===== src/rtl/tpg_vid_axis_pkg.sv =====
// Shared types and constants for the test-pattern video to AXI4-Stream bridge.
// FIFO entry layout is {rgb, eol, sof} with the flag bits at the bottom.
package tpg_vid_axis_pkg;

    localparam int DEF_B          = 8;
    localparam int DEF_FIFO_DEPTH = 16;
    localparam int DEF_CNT_W      = 16;

    localparam int SOF_BIT  = 0;
    localparam int EOL_BIT  = 1;
    localparam int DATA_LSB = 2;

    typedef enum logic [1:0] {
        SYNC,
        ARMED,
        ACTIVE,
        DROP
    } state_e;

    function automatic int entry_w(input int b);
        return 3 * b + DATA_LSB;
    endfunction

endpackage


===== src/rtl/tpg_vid_axis_if.sv =====
// AXI4-Stream video bus: tdata = {red, green, blue}, tuser = SOF, tlast = EOL.
// B must match the B of the module driving the master side.
interface tpg_vid_axis_if #(
    parameter int B = tpg_vid_axis_pkg::DEF_B
) ();

    logic [3*B-1:0] tdata;
    logic           tvalid;
    logic           tready;
    logic           tuser;
    logic           tlast;

    modport master (
        output tdata,
        output tvalid,
        output tuser,
        output tlast,
        input  tready
    );

    modport slave (
        input  tdata,
        input  tvalid,
        input  tuser,
        input  tlast,
        output tready
    );

endinterface


===== src/rtl/tpg_vid_axis_fifo.sv =====
// Synchronous FIFO with first-word-fall-through registered output stage.
// Holds DEPTH entries in the array plus one in the output register.
module tpg_vid_axis_fifo #(
    parameter int W     = 26,
    parameter int DEPTH = 16
) (
    input  logic                      clk_i,
    input  logic                      resetb_i,
    input  logic                      wr_en_i,
    input  logic [W-1:0]              wr_data_i,
    input  logic                      rd_en_i,
    output logic [W-1:0]              rd_data_o,
    output logic                      empty_o,
    output logic                      full_o,
    output logic [$clog2(DEPTH)+1:0]  level_o
);

    localparam int AW = $clog2(DEPTH);

    logic [W-1:0]  mem_q [DEPTH];
    logic [AW-1:0] wr_ptr_q;
    logic [AW-1:0] rd_ptr_q;
    logic [AW:0]   cnt_q;
    logic          out_valid_q;
    logic [W-1:0]  out_data_q;

    logic pop;
    logic load;
    logic mem_empty;
    logic mem_rd;
    logic mem_wr;
    logic bypass;

    assign pop       = out_valid_q & rd_en_i;
    assign load      = ~out_valid_q | pop;
    assign mem_empty = (cnt_q == '0);
    assign full_o    = (cnt_q == (AW+1)'(DEPTH));
    assign mem_rd    = load & ~mem_empty;
    // An empty array feeds an idle output register directly, giving one-cycle latency.
    assign bypass    = load & mem_empty & wr_en_i;
    assign mem_wr    = wr_en_i & ~bypass & (~full_o | mem_rd);

    // NOTE: storage array has no reset; only pointers and the count define contents.
    always_ff @(posedge clk_i) begin
        if (mem_wr) begin
            mem_q[wr_ptr_q] <= wr_data_i;
        end
    end

    always_ff @(posedge clk_i or negedge resetb_i) begin
        if (!resetb_i) begin
            wr_ptr_q    <= '0;
            rd_ptr_q    <= '0;
            cnt_q       <= '0;
            out_valid_q <= 1'b0;
            out_data_q  <= '0;
        end else begin
            if (mem_wr) wr_ptr_q <= wr_ptr_q + AW'(1);
            if (mem_rd) rd_ptr_q <= rd_ptr_q + AW'(1);
            cnt_q <= cnt_q + (AW+1)'(mem_wr) - (AW+1)'(mem_rd);
            if (load) begin
                out_valid_q <= mem_rd | bypass;
                if (mem_rd) begin
                    out_data_q <= mem_q[rd_ptr_q];
                end else if (bypass) begin
                    out_data_q <= wr_data_i;
                end
            end
        end
    end

    assign rd_data_o = out_data_q;
    assign empty_o   = ~out_valid_q;
    assign level_o   = (AW+2)'(cnt_q) + (AW+2)'(out_valid_q);

endmodule


===== src/rtl/tpg_vid_to_axis.sv =====
// Parallel RGB + DE/FV video to AXI4-Stream with SOF/EOL marking and overflow reporting.
// Optional line-length checker enabled by defining TPG_VID_AXIS_LINE_CHECK_EN.
module tpg_vid_to_axis
    import tpg_vid_axis_pkg::*;
#(
    parameter int B          = DEF_B,
    parameter int FIFO_DEPTH = DEF_FIFO_DEPTH,
    parameter int CNT_W      = DEF_CNT_W
) (
    input  logic             clk_i,
    input  logic             resetb_i,
    input  logic             de_i,
    input  logic             fv_i,
    input  logic [B-1:0]     red_i,
    input  logic [B-1:0]     green_i,
    input  logic [B-1:0]     blue_i,
    input  logic [CNT_W-1:0] hres_i,
    tpg_vid_axis_if.master   m_axis,
    output logic             overflow_o,
    output logic [CNT_W-1:0] frame_cnt_o,
    output logic             line_err_o
);

    localparam int EW = entry_w(B);

    state_e state_q, state_d;

    logic             fv_q, de_q;
    logic             fv_rise, de_fall;
    logic [CNT_W-1:0] x_q, x_d;
    logic [CNT_W-1:0] hres_q;
    logic             sof_pend_q;
    logic             overflow_q;
    logic [CNT_W-1:0] frame_cnt_q;

    logic             push_req, push, ovf_ev, arm, eol, pop;
    logic             fifo_full, fifo_empty;
    logic [EW-1:0]    wr_data, rd_data;
    logic [$clog2(FIFO_DEPTH)+1:0] unused_fifo_level;

    assign fv_rise = fv_i & ~fv_q;
    assign de_fall = de_q & ~de_i;
    assign pop     = m_axis.tvalid & m_axis.tready;
    assign eol     = (x_q == hres_q - CNT_W'(1));

    // NOTE: sequential state uses non-blocking assignments so every flop samples pre-edge values.
    always_ff @(posedge clk_i or negedge resetb_i) begin
        if (!resetb_i) state_q <= SYNC;
        else           state_q <= state_d;
    end

    always_comb begin
        // NOTE: default assignment first so no path leaves state_d unassigned (no latch).
        state_d = state_q;
        case (state_q)
            SYNC:    if (!fv_i) state_d = ARMED;
            ARMED:   if (fv_rise) state_d = (hres_i == '0) ? SYNC : ACTIVE;
            ACTIVE:  if (!fv_i) state_d = ARMED;
                     else if (ovf_ev) state_d = DROP;
            DROP:    if (!fv_i) state_d = ARMED;
            default: state_d = SYNC;
        endcase
    end

    always_comb begin
        push_req = 1'b0;
        arm      = 1'b0;
        case (state_q)
            ACTIVE:  push_req = de_i & fv_i;
            ARMED:   arm      = fv_rise & (hres_i != '0);
            default: ;
        endcase
        // A pop in the same cycle frees a slot, so only an unserviced full FIFO overflows.
        ovf_ev = push_req & fifo_full & ~pop;
        push   = push_req & ~ovf_ev;
    end

    always_comb begin
        x_d = x_q;
        if (arm || de_fall) x_d = '0;
        else if (push)      x_d = eol ? '0 : x_q + CNT_W'(1);
    end

    always_comb begin
        wr_data                     = '0;
        wr_data[DATA_LSB +: 3*B]    = {red_i, green_i, blue_i};
        wr_data[SOF_BIT]            = sof_pend_q;
        wr_data[EOL_BIT]            = eol;
    end

    always_ff @(posedge clk_i or negedge resetb_i) begin
        if (!resetb_i) begin
            fv_q        <= 1'b0;
            de_q        <= 1'b0;
            x_q         <= '0;
            hres_q      <= '0;
            sof_pend_q  <= 1'b0;
            overflow_q  <= 1'b0;
            frame_cnt_q <= '0;
        end else begin
            fv_q <= fv_i;
            de_q <= de_i;
            x_q  <= x_d;
            if (arm) hres_q <= hres_i;
            if (arm)       sof_pend_q <= 1'b1;
            else if (push) sof_pend_q <= 1'b0;
            if (ovf_ev) overflow_q <= 1'b1;
            if (push && sof_pend_q) frame_cnt_q <= frame_cnt_q + CNT_W'(1);
        end
    end

`ifdef TPG_VID_AXIS_LINE_CHECK_EN
    logic eol_q;
    logic line_err_q;

    // Flags lines that end before the eol pixel or run on past it.
    always_ff @(posedge clk_i or negedge resetb_i) begin
        if (!resetb_i) begin
            eol_q      <= 1'b0;
            line_err_q <= 1'b0;
        end else begin
            eol_q <= push & eol;
            if ((state_q == ACTIVE) &&
                ((de_fall && (x_q != '0)) || (eol_q && de_i && fv_i))) begin
                line_err_q <= 1'b1;
            end
        end
    end

    assign line_err_o = line_err_q;
`else
    assign line_err_o = 1'b0;
`endif

    tpg_vid_axis_fifo #(
        .W     (EW),
        .DEPTH (FIFO_DEPTH)
    ) u_fifo (
        .clk_i     (clk_i),
        .resetb_i  (resetb_i),
        .wr_en_i   (push),
        .wr_data_i (wr_data),
        .rd_en_i   (m_axis.tready),
        .rd_data_o (rd_data),
        .empty_o   (fifo_empty),
        .full_o    (fifo_full),
        .level_o   (unused_fifo_level)
    );

    assign m_axis.tvalid = ~fifo_empty;
    assign m_axis.tdata  = rd_data[DATA_LSB +: 3*B];
    assign m_axis.tuser  = rd_data[SOF_BIT];
    assign m_axis.tlast  = rd_data[EOL_BIT];

    assign overflow_o  = overflow_q;
    assign frame_cnt_o = frame_cnt_q;

endmodule


===== src/flat_wrapper.sv =====
// flat-port wrapper written by rule: the top's interface ports become plain ports
module tpg_vid_to_axis_flat import tpg_vid_axis_pkg::*;
#(
    parameter int B          = DEF_B,
    parameter int FIFO_DEPTH = DEF_FIFO_DEPTH,
    parameter int CNT_W      = DEF_CNT_W
)
  (clk_i, resetb_i, de_i, fv_i, red_i, green_i, blue_i, hres_i, overflow_o, frame_cnt_o, line_err_o, m_axis_tdata, m_axis_tvalid, m_axis_tuser, m_axis_tlast, m_axis_tready);
  tpg_vid_axis_if #(.B(B)) m_axis_i ();
  input  logic clk_i;
  input  logic resetb_i;
  input  logic de_i;
  input  logic fv_i;
  input  logic [B-1:0] red_i;
  input  logic [B-1:0] green_i;
  input  logic [B-1:0] blue_i;
  input  logic [CNT_W-1:0] hres_i;
  output logic overflow_o;
  output logic [CNT_W-1:0] frame_cnt_o;
  output logic line_err_o;
  output wire logic [$bits(m_axis_i.tdata)-1:0] m_axis_tdata;
  output wire logic [$bits(m_axis_i.tvalid)-1:0] m_axis_tvalid;
  output wire logic [$bits(m_axis_i.tuser)-1:0] m_axis_tuser;
  output wire logic [$bits(m_axis_i.tlast)-1:0] m_axis_tlast;
  input wire logic [$bits(m_axis_i.tready)-1:0] m_axis_tready;
  assign m_axis_tdata = m_axis_i.tdata;
  assign m_axis_tvalid = m_axis_i.tvalid;
  assign m_axis_tuser = m_axis_i.tuser;
  assign m_axis_tlast = m_axis_i.tlast;
  assign m_axis_i.tready = m_axis_tready;
  tpg_vid_to_axis #(.B(B), .FIFO_DEPTH(FIFO_DEPTH), .CNT_W(CNT_W)) u_core (.clk_i(clk_i), .resetb_i(resetb_i), .de_i(de_i), .fv_i(fv_i), .red_i(red_i), .green_i(green_i), .blue_i(blue_i), .hres_i(hres_i), .m_axis(m_axis_i), .overflow_o(overflow_o), .frame_cnt_o(frame_cnt_o), .line_err_o(line_err_o));
endmodule

===== config.mk =====
export PLATFORM = sky130hd
export DESIGN_NAME = tpg_vid_to_axis_flat
export DESIGN_NICKNAME = d
export VERILOG_FILES = /design/src/rtl/tpg_vid_axis_pkg.sv /design/src/rtl/tpg_vid_axis_if.sv /design/src/rtl/tpg_vid_axis_fifo.sv /design/src/rtl/tpg_vid_to_axis.sv /design/src/flat_wrapper.sv
export SDC_FILE = /design/constraint.sdc
export NUM_CORES = 1
export LEC_CHECK = 0
export CORE_MARGIN = 1.5
export CORE_UTILIZATION = 60
export DETAILED_ROUTE_END_ITERATION = 8
export HOLD_SLACK_MARGIN = 0.03
export PLACE_DENSITY = 0.81
export SLEW_MARGIN = 20
export SYNTH_ARGS = -nofsm -noshare
export SYNTH_HDL_FRONTEND = slang
export SYNTH_SLANG_ARGS = --single-unit

===== constraint.sdc =====
create_clock -name clk_i -period 9.6 [get_ports clk_i]
set_input_delay 1.92 -clock clk_i [delete_from_list [all_inputs] [get_ports clk_i]]
set_output_delay 1.92 -clock clk_i [all_outputs]
set_load 0.01 [all_outputs]

==> results.yml <==
status:
  status: "complete, no violations"
yosys:
  synth_compound_area_share_pct: 2.40
  synth_ff_type: "edfxtp_1"
  synth_warnings: 0
  yosys.area_share.simple_pct: 4.88
  syn-cell-area_mm2: 0.0206
  async_reset_ff_share_pct: 18.4
  synth-seq-cells: 510
  syn_area_per_cell_um2: 19.3
  synth_top_family_by_area: "multiplexers"
  synthAdderAreaFrac_pct: 1.13
  synth.distinct_cells: 65
  ys_seq_area_share_pct: 72.0
  synthMuxAreaShare_pct: 15.7
  synth_edf_count: 416
  synth_xor_area_share_pct: 2.46
  synthCells: 1067
  synth_fp_nets: 1130
worst_setup_path:
  end_kind: "register"
  worst_setup_path_start_kind: "input pin"
  required_ns: 10.07
  r2r-end: "u_core.u_fifo.rd_data_o[1]"
  r2r_slack_ns: 5.78
  crit_type: "input pin to register"
  worst-r2r-cell-count: 6
  cp_data_arrival_time_ns: 5.70
  r2r_start: "u_core.u_fifo.rd_ptr_q[0]"
  cp_max_fo: 19
power_and_ir_drop:
  p_int_mw: 4.64
  leakage_nw: 8.01
  seq_power_share_pct: 43.8
  total_power_mw: 6.57
  switching_share_pct: 29.4
  pwr-share-clk_pct: 29.7
  p_per_area_mw_per_mm2: 277
  pwr-share-comb_pct: 26.5
  peakVddDrop_mv: 0.232
  power.net_switching_mw: 1.93
hold_path:
  worstHoldStart: "u_core.overflow_o"
  min_path_cells: 1
  holdPathEnd: "u_core.overflow_o"
  hold_path.class: "register to register"
clock_tree:
  cts_tree: "yes"
  clockRootBuffer: "clkbuf_16"
  holdBufCountCts: 0
  numCtsBuffers: 49
  h-tree-depth: 2
  ctsResizeCount: 0
  clock-sinks: 510
  clkLatencyLatePin_ns: 0.58
  clk_path_buf_depth: 3
  clkTransAtPathRegs_ns: 0.06
  post_cts_buffers: 0
floorplan:
  start_util_pct: 61.2
  die_area_mm2: 0.0355
  rows: 67
  die_h_um: 188
  core_region_area_mm2: 0.0337
  io_pins: 90
  dieWidth_um: 188
drt:
  wl_um: 47500
  firstDrtPassIters: 5
  vias: 10696
  drt_iter0_markers: 976
  wl_per_cell_um: 28.5
  drc: 0
  drtAntennaViolNets: 0
  routed_via_density: 6.42
placement:
  port-buffer-count: 88
  gp_congestion: 0.850
  place.detailed.hpwl_um: 28800
global_route:
  antenna_found_initial: 3
  grt_pass1_wl_um: 70800
  grt_usage_pct: 27.7
  grt_max_degree: 69
  grt_overflow: 0
  grt_pass1_vias: 11216
timing:
  period_share_pct: 54.5
  drv_slew: 0
  skew_ns: 0.0400
  tns_ns: 0
  max_clock_freq_mhz: 191
  hold_viol: 0
  timing.slew.headroom_pct: 24.9
  layout_min_cycle_time_ns: 5.23
  setup_viol: 0
  rsz0062_at_grt: "false"
  worstMarginPinSlew_ns: 1.12
final_layout:
  fill_cells: 2050
  final_common_cell: "edfxtp_1"
  layout.nets: 1241
  fin_util_pct: 70.5
  drive_gt1_share_pct: 22.6
  mostFrequentLayoutCells: "edfxtp_1 (416), mux4_2 (130), dfrtp_1 (91), clkdlybuf4s50_1 (87), clkbuf_16 (49)"
  syn2layout_area_growth_pct: 15.1
run:
  maxCapViolations: 0
[how the worst max path moves through the flow]
| stage | slack [ns] | from | endpoint |
|---|---|---|---|
| finish | 4.37 | m_axis_tready | u_core.u_fifo.cnt_q[4] |
| CTS | 4.46 | m_axis_tready | u_core.u_fifo.cnt_q[4] |
| global placement | 4.01 | m_axis_tready | u_core.u_fifo.cnt_q[4] |
| floorplan | 3.60 | m_axis_tready | u_core.u_fifo.mem_q[0][0] |
| detailed placement | 3.91 | m_axis_tready | u_core.u_fifo.cnt_q[4] |
| global route | 4.21 | m_axis_tready | u_core.u_fifo.cnt_q[4] |
[power groups by stage]
stage          sequential (mW)  combinational [mW]  clock (mW)
6_report                  2.88                1.74        1.95
5_1_grt                   2.90                1.85        2.06
4_1_cts                   2.88                1.76        1.97
3_5_place_dp              2.91                1.73           0
3_3_place_gp              2.90                1.69           0
2_1_floorplan             2.74                1.28           0
[metrics by stage]
stage	instance area (um^2)	cells	setup slack, ns	hold slack, ns
floorplan	20600	1067	3.60	0.491
global route	23700	1666	4.21	0.509
detailed placement	22100	1575	3.91	0.468
CTS	23700	1666	4.46	0.486
global placement	22100	1575	4.01	0.451
finish	23800	1667	4.37	0.472
[area by class of cell]
type | instances | area (um^2) | area share, %
sequential | 510 | 14900 | 62.5
multi-input combinational | 489 | 5580 | 23.5
clock buffer | 63 | 1300 | 5.47
timing repair buffer | 107 | 1020 | 4.31
tap | 448 | 561 | 2.36
clock inverter | 28 | 347 | 1.46
inverter | 21 | 78.8 | 0.332
antenna | 1 | 2.50 | 0.0105
[registers in the layout, summed over array words and instances, names as in the netlist]
| signal | flops |
|---|---|
| u_core.sof_pend_q | 1 |
| u_core.hres_q | 16 |
| u_core.x_q | 16 |
| u_core.frame_cnt_o | 16 |
| u_core.u_fifo.cnt_q | 5 |
| u_core.fv_q | 1 |
| u_core.u_fifo.out_valid_q | 1 |
| u_core.overflow_o | 1 |
| u_core.u_fifo.rd_ptr_q | 4 |
| u_core.state_q | 2 |
| u_core.de_q | 1 |
| u_core.u_fifo.mem_q | 416 |
| u_core.u_fifo.rd_data_o | 26 |
| u_core.u_fifo.wr_ptr_q | 4 |
[layer usage]
metal / part of all wire, % / GRT usage [%]
met5: 0.057 / 0
met4: 5.2 / 13.4
met3: 7.2 / 5.31
met2: 51 / 46.8
met1: 37 / 34.8
[critical path: stages]
cell	delay, ns
clkdlybuf4s50_1	0.49
nand2b_1	0.70
and2_1	0.44
nor2_1	0.51
inv_2	0.18
ha_1	0.33
inv_1	0.04
ha_1	0.20
fa_1	0.44
a21oi_1	0.15
nor2_1	0.05
nor2_1	0.11
xnor2_1	0.12
[cells in the mapped netlist (3+ instances only)]
cell        n  area (um^2)
a21oi_1    28          140
and2_1      5         31.3
and3_1      7         43.8
buf_1       9         33.8
buf_2       9         45.0
buf_6       3         33.8
clkbuf_1   24         90.1
dfrtp_1    94         2350
edfxtp_1  416        12500
ha_1       17          213
inv_1      20         75.1
mux2_1      9          101
mux2_2     10          113
mux2i_1    10          100
mux4_2    130         2930
nand2_1    42          158
nand2b_1    3         18.8
nand3_1    16         80.1
nand4_1     9         56.3
nor2_1     34          128
nor2b_1     5         31.3
nor3_1     12         60.1
nor3_2     10          100
nor4_1     10         62.6
o21a_1      3         22.5
o21ai_1    14         70.1
o22ai_1    18          113
xnor2_1    37          324
xor2_1     21          184
[cell families (layout without fill, tap and decap cells)]
| logic type | count (synthesis) | after routing |
|---|---|---|
| xor gates and xnor gates | 58 | 58 |
| other | 1 | 2 |
| adders and majority gates | 18 | 18 |
| muxes | 159 | 159 |
| and+or+nand+nor | 174 | 174 |
| buffers and inverters | 68 | 219 |
| DFF | 510 | 510 |
| AOI/OAI and AO/OA | 79 | 79 |
No activity file was read; power rests on OpenSTA's default activity.
==> patch, RTL diff (same flow settings) <==
Encoding of `state_e`: now one-hot (4 bits for 4 states).
--- a/src/rtl/tpg_vid_axis_pkg.sv
+++ b/src/rtl/tpg_vid_axis_pkg.sv
@@ -11,9 +11,9 @@
     localparam int DATA_LSB = 2;
 
-    typedef enum logic [1:0] {
-        SYNC,
-        ARMED,
-        ACTIVE,
-        DROP
+    typedef enum logic [3:0] {
+        SYNC   = 4'b0001,
+        ARMED  = 4'b0010,
+        ACTIVE = 4'b0100,
+        DROP   = 4'b1000
     } state_e;
 
Function: same outputs for any inputs over 4 cycles, from zero or initial values and one cycle with resetb_i low; so few cycles prove little.
==> patch against the unedited design <==
Hold slack got worse by 0.0031 ns; clock power about the same; utilization decreased by 0.15 points; synthesized cell count increased by 3.1%; cell count increased by 2.0%; cell area decreased by 0.21%; sequential cell count increased by 2; total power decreased by 4.0%; first-iteration DRC count increased by 7.9%; synthesized area about the same; highest routed layer is now met4; worst setup slack improved by 0.24 ns; routed wire length decreased by 4.2%.
==> patch: results (changes against the unedited design) <==
Synth Net Count=1160 (+2.7%); sequential fraction of the synthesis area=72.2% (+0.25 points); post-detailed-placement half-perimeter wirelength=26100 um (-9.2%); Post-synth top cells=416 x edfxtp_1, 130 x mux4_2, 95 x dfrtp_1; area of the die=35500 um2 (about the same); detailed-route via count=11000 (+2.7%); share of layout cells above drive strength 1=21.0% (-1.6 points); number of flip-flops under the largest register name=416 (unchanged); Distinct cells, synth=59 (-9.2%); initial antenna violation count=0 (-3); ANT cells=0 (-1); top cells by area, synth=edfxtp_1 61%, mux4_2 14%, dfrtp_1 12%; Final #Nets=1272 (+2.5%); Leakage Power=8.04 nW (+0.39%); # fillers=2025 (-1.2%); asr flop ratio synth=18.8% (+0.32 points); Tot GR Track Use=26.5% (-1.2 points); CP arrival=5.23 ns (-0.47 ns); starting DRC count in detailed routing=1053 (+7.9%); maximum number of pins on one net before global-route repair=75 (+8.7%); status=complete, no violations; worst-margin pin slew=1.03 ns (-0.0984 ns); RePlAce Congestion=0.815 (-4.0%); Num CTS Buffers=50 (+2.0%); WL/cell=26.8 um (-6.1%); global-route wire length before repair=69500 um (-1.7%); clock skew=0.0270 ns (-0.0129 ns); DRC violations left=0 (unchanged); VDD IR max=0.203 mV (-12%); CP max FO=15 (-4); Setup Fix Bufs, Post-CTS=0 (unchanged); drt pass-1 iters=5 (unchanged)
patch: cell type report:
class / instances / share of cell area [%]
Sequential cell: 512 / 62.9
Multi-Input combinational cell: 514 / 23.0
Clock buffer: 68 / 5.56
Timing Repair Buffer: 112 / 4.55
Tap cell: 448 / 2.36
Clock inverter: 25 / 1.32
Inverter: 22 / 0.348
patch: power by group:
| group | switching [mW] | total (mW) | leakage [nW] | internal (mW) |
|---|---|---|---|---|
| clock network | 0.820 | 1.95 | 0.787 | 1.13 |
| registers | 0.237 | 2.77 | 4.95 | 2.54 |
| logic | 0.716 | 1.58 | 2.30 | 0.862 |
patch: worst paths after layout:
check,startpoint,to,cells after the start,slack (ns)
worst max-delay path,fv_i,u_core.u_fifo.mem_q[3][6],8,4.61
worst min-delay path,u_core.overflow_o,u_core.overflow_o,1,0.47
worst max register to register,u_core.u_fifo.cnt_q[2],u_core.u_fifo.cnt_q[4],15,5.57
worst min register to register,u_core.overflow_o,u_core.overflow_o,1,0.47
max in group asynchronous,resetb_i,u_core.u_fifo.rd_ptr_q[1],2,6.92
min in group asynchronous,resetb_i,u_core.u_fifo.rd_data_o[2],1,1.28
patch: through the flow:
step | instances | area (um2) | hold slack, ns | setup WS (ns) | utilization (%)
after floorplan | 1100 | 20600 | 0.493 | 5.41 | -
after global placement | 1607 | 22000 | 0.457 | 4.24 | 65.4
after detailed placement | 1607 | 22000 | 0.457 | 4.14 | 65.4
after CTS | 1700 | 23700 | 0.476 | 4.70 | 70.2
after global routing | 1701 | 23700 | 0.495 | 4.47 | 70.3
final | 1701 | 23700 | 0.469 | 4.61 | 70.3
patch: logic make-up after synthesis:
logic type	after synthesis	synth area share, %
flip-flops	512	72.2
AND/OR/NAND/NOR	226	5.66
multiplexers	147	15.1
buffers and inverters	74	1.46
AO/OA/AOI/OAI	68	2.17
XOR/XNOR	57	2.42
adder cells (fa/ha/maj)	15	0.946
other	1	0.0182
patch: layer usage:
layer,vias up,GRT usage (%),share of wire [%],wire (um)
li1,4607,-,-,-
met2,552,44.8,52,23500
met4,0,7.17,2.0,929
met5,-,0,0,0
met1,5767,36.8,39,17500
met3,60,3.76,7.8,3530
patch: worst max-delay path, stage by stage:
cell	delay, ns
clkdlybuf4s50_1	0.62
and4_1	0.27
nand2b_1	0.33
nor2_1	0.58
inv_1	0.19
nor3_1	0.35
and2_1	0.57
buf_4	0.38
